`src/rtl/store_align_unit_if.sv`:
```
// Store request / memory write-beat bundle for store_align_unit.
// slave = the align unit, master = the request/memory side.
interface store_align_unit_if;
    logic        i_st_valid;
    logic        o_st_ready;
    logic [31:0] i_addr;
    logic [31:0] i_wdata;
    logic [3:0]  i_mask;
    logic        o_mem_valid;
    logic        i_mem_ready;
    logic [31:0] o_mem_addr;
    logic [31:0] o_mem_wdata;
    logic [3:0]  o_mem_bmask;
    logic        o_split;
    logic        o_done;

    modport slave (
        input  i_st_valid,
        input  i_addr,
        input  i_wdata,
        input  i_mask,
        input  i_mem_ready,
        output o_st_ready,
        output o_mem_valid,
        output o_mem_addr,
        output o_mem_wdata,
        output o_mem_bmask,
        output o_split,
        output o_done
    );

    modport master (
        output i_st_valid,
        output i_addr,
        output i_wdata,
        output i_mask,
        output i_mem_ready,
        input  o_st_ready,
        input  o_mem_valid,
        input  o_mem_addr,
        input  o_mem_wdata,
        input  o_mem_bmask,
        input  o_split,
        input  o_done
    );
endinterface

```
`src/rtl/store_align_unit.sv`:
```
// Store alignment: lane-positions store data/byte-enables and
// issues one or two word-aligned write beats (split on crossing).
module store_align_unit (
    input  logic i_clk,
    input  logic i_reset,
    store_align_unit_if.slave bus
);

    typedef enum logic [1:0] {
        IDLE  = 2'd0,
        BEAT0 = 2'd1,
        BEAT1 = 2'd2
    } state_t;

    state_t state_q;
    state_t state_d;

    logic [3:0]  norm_mask;
    logic [63:0] sh_data;
    logic [7:0]  sh_mask;
    logic [63:0] lane_data;
    logic [31:0] base_addr;

    logic [31:0] addr_q;
    logic [31:0] wdata_q;
    logic [3:0]  bmask_q;
    logic [31:0] hi_addr_q;
    logic [31:0] hi_wdata_q;
    logic [3:0]  hi_bmask_q;
    logic        split_q;
    logic        done_q;

    logic accept;
    logic beat_hs;
    logic final_hs;

    assign accept   = bus.i_st_valid && (state_q == IDLE);
    assign beat_hs  = (state_q != IDLE) && bus.i_mem_ready;
    assign final_hs = beat_hs && ((state_q == BEAT1) || !split_q);

    // Normalize size code and spread data/enables over two word lanes
    always_comb begin
        norm_mask = 4'b1111;
        case (bus.i_mask)
            4'b0001: norm_mask = 4'b0001;
            4'b0011: norm_mask = 4'b0011;
            default: norm_mask = 4'b1111;
        endcase
        base_addr = {bus.i_addr[31:2], 2'b00};
        sh_data   = {32'b0, bus.i_wdata} << {bus.i_addr[1:0], 3'b000};
        sh_mask   = {4'b0, norm_mask} << bus.i_addr[1:0];
        lane_data = '0;
        for (int k = 0; k < 8; k++) begin
            lane_data[8*k +: 8] = sh_data[8*k +: 8] & {8{sh_mask[k]}};
        end
    end

    // State register
    always_ff @(posedge i_clk or negedge i_reset) begin
        if (!i_reset) begin
            state_q <= IDLE;
        end else begin
            state_q <= state_d;
        end
    end

    // Next-state logic
    always_comb begin
        state_d = state_q;
        case (state_q)
            IDLE: begin
                if (bus.i_st_valid) state_d = BEAT0;
            end
            BEAT0: begin
                if (bus.i_mem_ready) state_d = split_q ? BEAT1 : IDLE;
            end
            BEAT1: begin
                if (bus.i_mem_ready) state_d = IDLE;
            end
            default: state_d = IDLE;
        endcase
    end

    // Beat registers: load beat 0 on accept, swap in beat 1 after beat 0
    always_ff @(posedge i_clk or negedge i_reset) begin
        if (!i_reset) begin
            addr_q     <= '0;
            wdata_q    <= '0;
            bmask_q    <= '0;
            hi_addr_q  <= '0;
            hi_wdata_q <= '0;
            hi_bmask_q <= '0;
        end else if (accept) begin
            addr_q     <= base_addr;
            wdata_q    <= lane_data[31:0];
            bmask_q    <= sh_mask[3:0];
            hi_addr_q  <= base_addr + 32'd4;
            hi_wdata_q <= lane_data[63:32];
            hi_bmask_q <= sh_mask[7:4];
        end else if (state_q == BEAT0 && bus.i_mem_ready && split_q) begin
            addr_q  <= hi_addr_q;
            wdata_q <= hi_wdata_q;
            bmask_q <= hi_bmask_q;
        end
    end

    // Split flag held for the request; done pulses after the last beat
    always_ff @(posedge i_clk or negedge i_reset) begin
        if (!i_reset) begin
            split_q <= 1'b0;
            done_q  <= 1'b0;
        end else begin
            done_q <= final_hs;
            if (accept) begin
                split_q <= |sh_mask[7:4];
            end else if (final_hs) begin
                split_q <= 1'b0;
            end
        end
    end

    assign bus.o_st_ready  = (state_q == IDLE);
    assign bus.o_mem_valid = (state_q != IDLE);
    assign bus.o_mem_addr  = addr_q;
    assign bus.o_mem_wdata = wdata_q;
    assign bus.o_mem_bmask = bmask_q;
    assign bus.o_split     = split_q;
    assign bus.o_done      = done_q;

endmodule

```
`src/flat_wrapper.sv`:
```
// flat-port wrapper written by rule: the top's interface ports become plain ports
module store_align_unit_flat 
  (i_clk, i_reset, bus_i_st_valid, bus_i_addr, bus_i_wdata, bus_i_mask, bus_i_mem_ready, bus_o_st_ready, bus_o_mem_valid, bus_o_mem_addr, bus_o_mem_wdata, bus_o_mem_bmask, bus_o_split, bus_o_done);
  store_align_unit_if bus_i ();
  input  logic i_clk;
  input  logic i_reset;
  input wire logic [$bits(bus_i.i_st_valid)-1:0] bus_i_st_valid;
  input wire logic [$bits(bus_i.i_addr)-1:0] bus_i_addr;
  input wire logic [$bits(bus_i.i_wdata)-1:0] bus_i_wdata;
  input wire logic [$bits(bus_i.i_mask)-1:0] bus_i_mask;
  input wire logic [$bits(bus_i.i_mem_ready)-1:0] bus_i_mem_ready;
  output wire logic [$bits(bus_i.o_st_ready)-1:0] bus_o_st_ready;
  output wire logic [$bits(bus_i.o_mem_valid)-1:0] bus_o_mem_valid;
  output wire logic [$bits(bus_i.o_mem_addr)-1:0] bus_o_mem_addr;
  output wire logic [$bits(bus_i.o_mem_wdata)-1:0] bus_o_mem_wdata;
  output wire logic [$bits(bus_i.o_mem_bmask)-1:0] bus_o_mem_bmask;
  output wire logic [$bits(bus_i.o_split)-1:0] bus_o_split;
  output wire logic [$bits(bus_i.o_done)-1:0] bus_o_done;
  assign bus_i.i_st_valid = bus_i_st_valid;
  assign bus_i.i_addr = bus_i_addr;
  assign bus_i.i_wdata = bus_i_wdata;
  assign bus_i.i_mask = bus_i_mask;
  assign bus_i.i_mem_ready = bus_i_mem_ready;
  assign bus_o_st_ready = bus_i.o_st_ready;
  assign bus_o_mem_valid = bus_i.o_mem_valid;
  assign bus_o_mem_addr = bus_i.o_mem_addr;
  assign bus_o_mem_wdata = bus_i.o_mem_wdata;
  assign bus_o_mem_bmask = bus_i.o_mem_bmask;
  assign bus_o_split = bus_i.o_split;
  assign bus_o_done = bus_i.o_done;
  store_align_unit u_core (.i_clk(i_clk), .i_reset(i_reset), .bus(bus_i));
endmodule
```
`config.mk`:
```
export PLATFORM = sky130hd
export DESIGN_NAME = store_align_unit_flat
export DESIGN_NICKNAME = d
export VERILOG_FILES = /design/src/rtl/store_align_unit_if.sv /design/src/rtl/store_align_unit.sv /design/src/flat_wrapper.sv
export SDC_FILE = /design/constraint.sdc
export NUM_CORES = 1
export LEC_CHECK = 0
export BUFFER_PORTS_ARGS = -buffer_cell sky130_fd_sc_hd__buf_4
export CAP_MARGIN = 20
export CORE_ASPECT_RATIO = 0.6
export CORE_UTILIZATION = 58
export CTS_CLUSTER_DIAMETER = 100
export DETAILED_ROUTE_END_ITERATION = 7
export GPL_ROUTABILITY_DRIVEN = 0
export HOLD_SLACK_MARGIN = 0.12
export PLACE_DENSITY = 0.81
export SKIP_CTS_REPAIR_TIMING = 1
export SYNTH_ARGS = -nofsm -noshare
export SYNTH_HDL_FRONTEND = slang
export SYNTH_SLANG_ARGS = --single-unit
```
`constraint.sdc`:
```
create_clock -name i_clk -period 3.1 [get_ports i_clk]
set_input_delay 0.465 -clock i_clk [delete_from_list [all_inputs] [get_ports i_clk]]
set_output_delay 0.465 -clock i_clk [all_outputs]
set_load 0.01 [all_outputs]
```
==> metrics.cfg <==
[run_status]
outcome = completed

[worst_setup_path]
cp_slowest_cell = dfrtp_1
rr_startpoint = u_core.state_q[0]
reg2reg_slack_ps = 1020
critPathMaxStageDelay_ps = 430
worstPathArrival_ps = 2430
crit_chain = or2_4 > inv_2 > and2_2 > nand3_2 > nor2_4 > a22o_1
cp_max_fo = 17
crit_required_ps = 3450
setup.worst_path.class = flop to flop
crit_start = u_core.state_q[0]
startpoint_type = flop
endpoint = u_core.hi_wdata_q[20]
rr_worst_depth = 6
critical_path.endpoint_type = flop
reg2reg_to = u_core.hi_wdata_q[20]

[routing]
routedWlPerCell_um = 19.4
first_pass_iters = 5
drc = 0
vias = 5497
drt-initial-drc-count = 498
drtAntennaViolNets = 0
viasPerCell = 6.06
routed_wl_mm = 17.6
dr.max_layer_used = met4
met3_length_mm = 1.40
met1_length_mm = 8.04
wl_met2_mm = 7.97

[die]
start_util_pct = 61.7
pin_count = 144
placementRows = 28
fp.dieArea_mm2 = 0.0112
fp.dieH_um = 82.5
die_w_um = 136
core_area_mm2 = 0.0102

[synthesis]
synth_top_cell_area_share_pct = 50.7
synth-edff-count = 0
yosysUniqueCellTypes = 46
ys.flop_type = dfrtp_1
synth_most_common_cell = dfrtp_1
synth_cells = 630
ys_warn_count = 0
ys_ff_latch = 127
synth_top_area_cell = dfrtp_1
ys_top_cells_by_area = dfrtp_1 51%, mux2i_1 7.5%, o21ai_0 6.9%, nand2_1 6.5%, a22o_1 3.4%
syn_avg_cell_area_um2 = 9.95
syn_area_mm2 = 0.00627
ys_seq_area_share_pct = 50.7
async_reset_ff_share_pct = 100
yosys-top-cells-count = 127 x dfrtp_1, 108 x nand2_1, 87 x o21ai_0

[finish]
diodes = 0
finish.utilization_pct = 78.4
area_delta_synth_final_pct = 27.0
finalInstanceArea_mm2 = 0.00796
fin_nets = 833
final_layout_size_suffix_gt1_share_pct = 28.4

[sta]
finClkSkew_ps = 6.62
timing.fmax_mhz = 480
setup_viol = 0
slew_headroom_pct = 46.1
rsz0062_at_grt = false
setup_ws_ps = 1020
fin_crit_sh_pct = 67.2
slew_viol_final = 0
finalCriticalPeriod_ps = 2080
worstMarginPinSlew_ps = 807
tns_ps = 0
hold_violations = 0
holdWs_ps = 257

[hold_path]
hold_start = bus_i_mem_ready
hold_class = input pin to flop

[grt]
gr-usage-all-layers_pct = 32.4
grt_max_degree = 61
first_global_vias = 5123
antenna_found_initial = 0
gr-total-overflow = 0
grt_pass1_wl_mm = 27.0

[placed_design]
place_area_mm2 = 0.00739
dpl.hpwl_mm = 12.1
dp_slack_ps = 1010
port_buffers = 141

[power_and_ir_drop]
ir_worst_vdd_v = 0.000615
leakage_nw = 3.88
p_per_area_mw_per_mm2 = 949

[job]
cap_violations = 0

[clock_tree]
numCtsBuffers = 17
clk_latency_ps = 420
cts.clk_slew.worst_paths_ps = 50
cts.sinks = 127
cts_max_level = 4
cts_tree = built
root_buffer = clkbuf_16
cts_buffer_depth = 2

==> critical path, delay by kind of cell (launching register included) <==
kind | cells | cell delay (ps)
AND/OR/NAND/NOR | 4 | 1300
AO/OA/AOI/OAI | 1 | 190
buffers and inverters | 1 | 90
flip-flops | 1 | 430
==> flip-flops by register name, indices dropped and copies added, names as in the netlist, 2 cells and up <==
signal,cells
u_core.hi_wdata_q,24
u_core.bus.o_mem_bmask,4
u_core.bus.o_mem_addr,30
u_core.state_q,2
u_core.hi_addr_q,30
u_core.hi_bmask_q,3
u_core.bus.o_mem_wdata,32
==> metrics by stage <==
step                instances  total power [W]
floorplan                 631          0.00434
global placement          875          0.00546
detailed placement        875          0.00561
CTS                       906          0.00755
global route              907          0.00800
finish                    907          0.00755
==> cell type report <==
cell class,instances,area [µm²]
clock inverter,12,120
clock buffer,19,443
multi-input combinational,461,2900
inverter,3,11.3
tap,135,169
sequential,127,3180
fill,678,2200
timing repair buffer,150,1140
==> layer usage <==
metal,up-vias,GRT usage (%)
met5,-,0
met2,282,48.3
li1,2475,-
met1,2721,47.4
met3,19,6.84
met4,0,10.0
==> report_power, final <==
part	total, W	internal, W	switching (W)	leakage [nW]
registers	0.00292	0.00245	0.000476	1.58
logic	0.00271	0.00124	0.00146	2.02
clock network	0.00192	0.00119	0.000736	0.270
total	0.00755	0.00488	0.00268	3.88
==> cells by family (layout without fill, tap and decap cells) <==
logic type / Yosys count / count (layout) / synth area share, %
flip-flops: 127 / 127 / 50.7
AO/OA/AOI/OAI: 166 / 166 / 16.4
buffers and inverters: 43 / 184 / 3.21
multiplexers: 63 / 63 / 10.4
AND/OR/NAND/NOR: 201 / 201 / 15.1
adder cells (fa/ha/maj): 1 / 1 / 0.200
other: 1 / 2 / 0.0598
XOR/XNOR: 28 / 28 / 3.91
==> how the worst min path moves through the flow <==
stage | cells after the start | endpoint
after detailed placement | 1 | u_core.hi_bmask_q[2]
final | 2 | u_core.state_q[0]
after floorplan | 0 | u_core.bus.o_done
after CTS | 1 | u_core.bus.o_mem_addr[24]
after global placement | 1 | u_core.state_q[0]
after global routing | 2 | u_core.state_q[0]
==> cells in the final DEF (no fill, tap or decap), types with 2 or more instances in the layout <==
cell,count
a21oi_1,34
nor3_2,4
nand3_1,15
buf_4,148
and3_1,5
o22a_1,2
clkinvlp_4,4
nor4_4,2
o21ai_1,3
xor2_1,18
clkbuf_16,17
o21ai_0,87
nor3_1,4
mux2i_1,47
xnor2_1,10
mux2_2,16
a22o_1,24
clkinv_2,6
a21o_1,4
conb_1,2
dfrtp_1,127
nand4_1,9
bufinv_16,2
inv_1,2
nor2_1,40
a221oi_2,8
nand2_1,107
No activity file was read; power rests on OpenSTA's default activity.
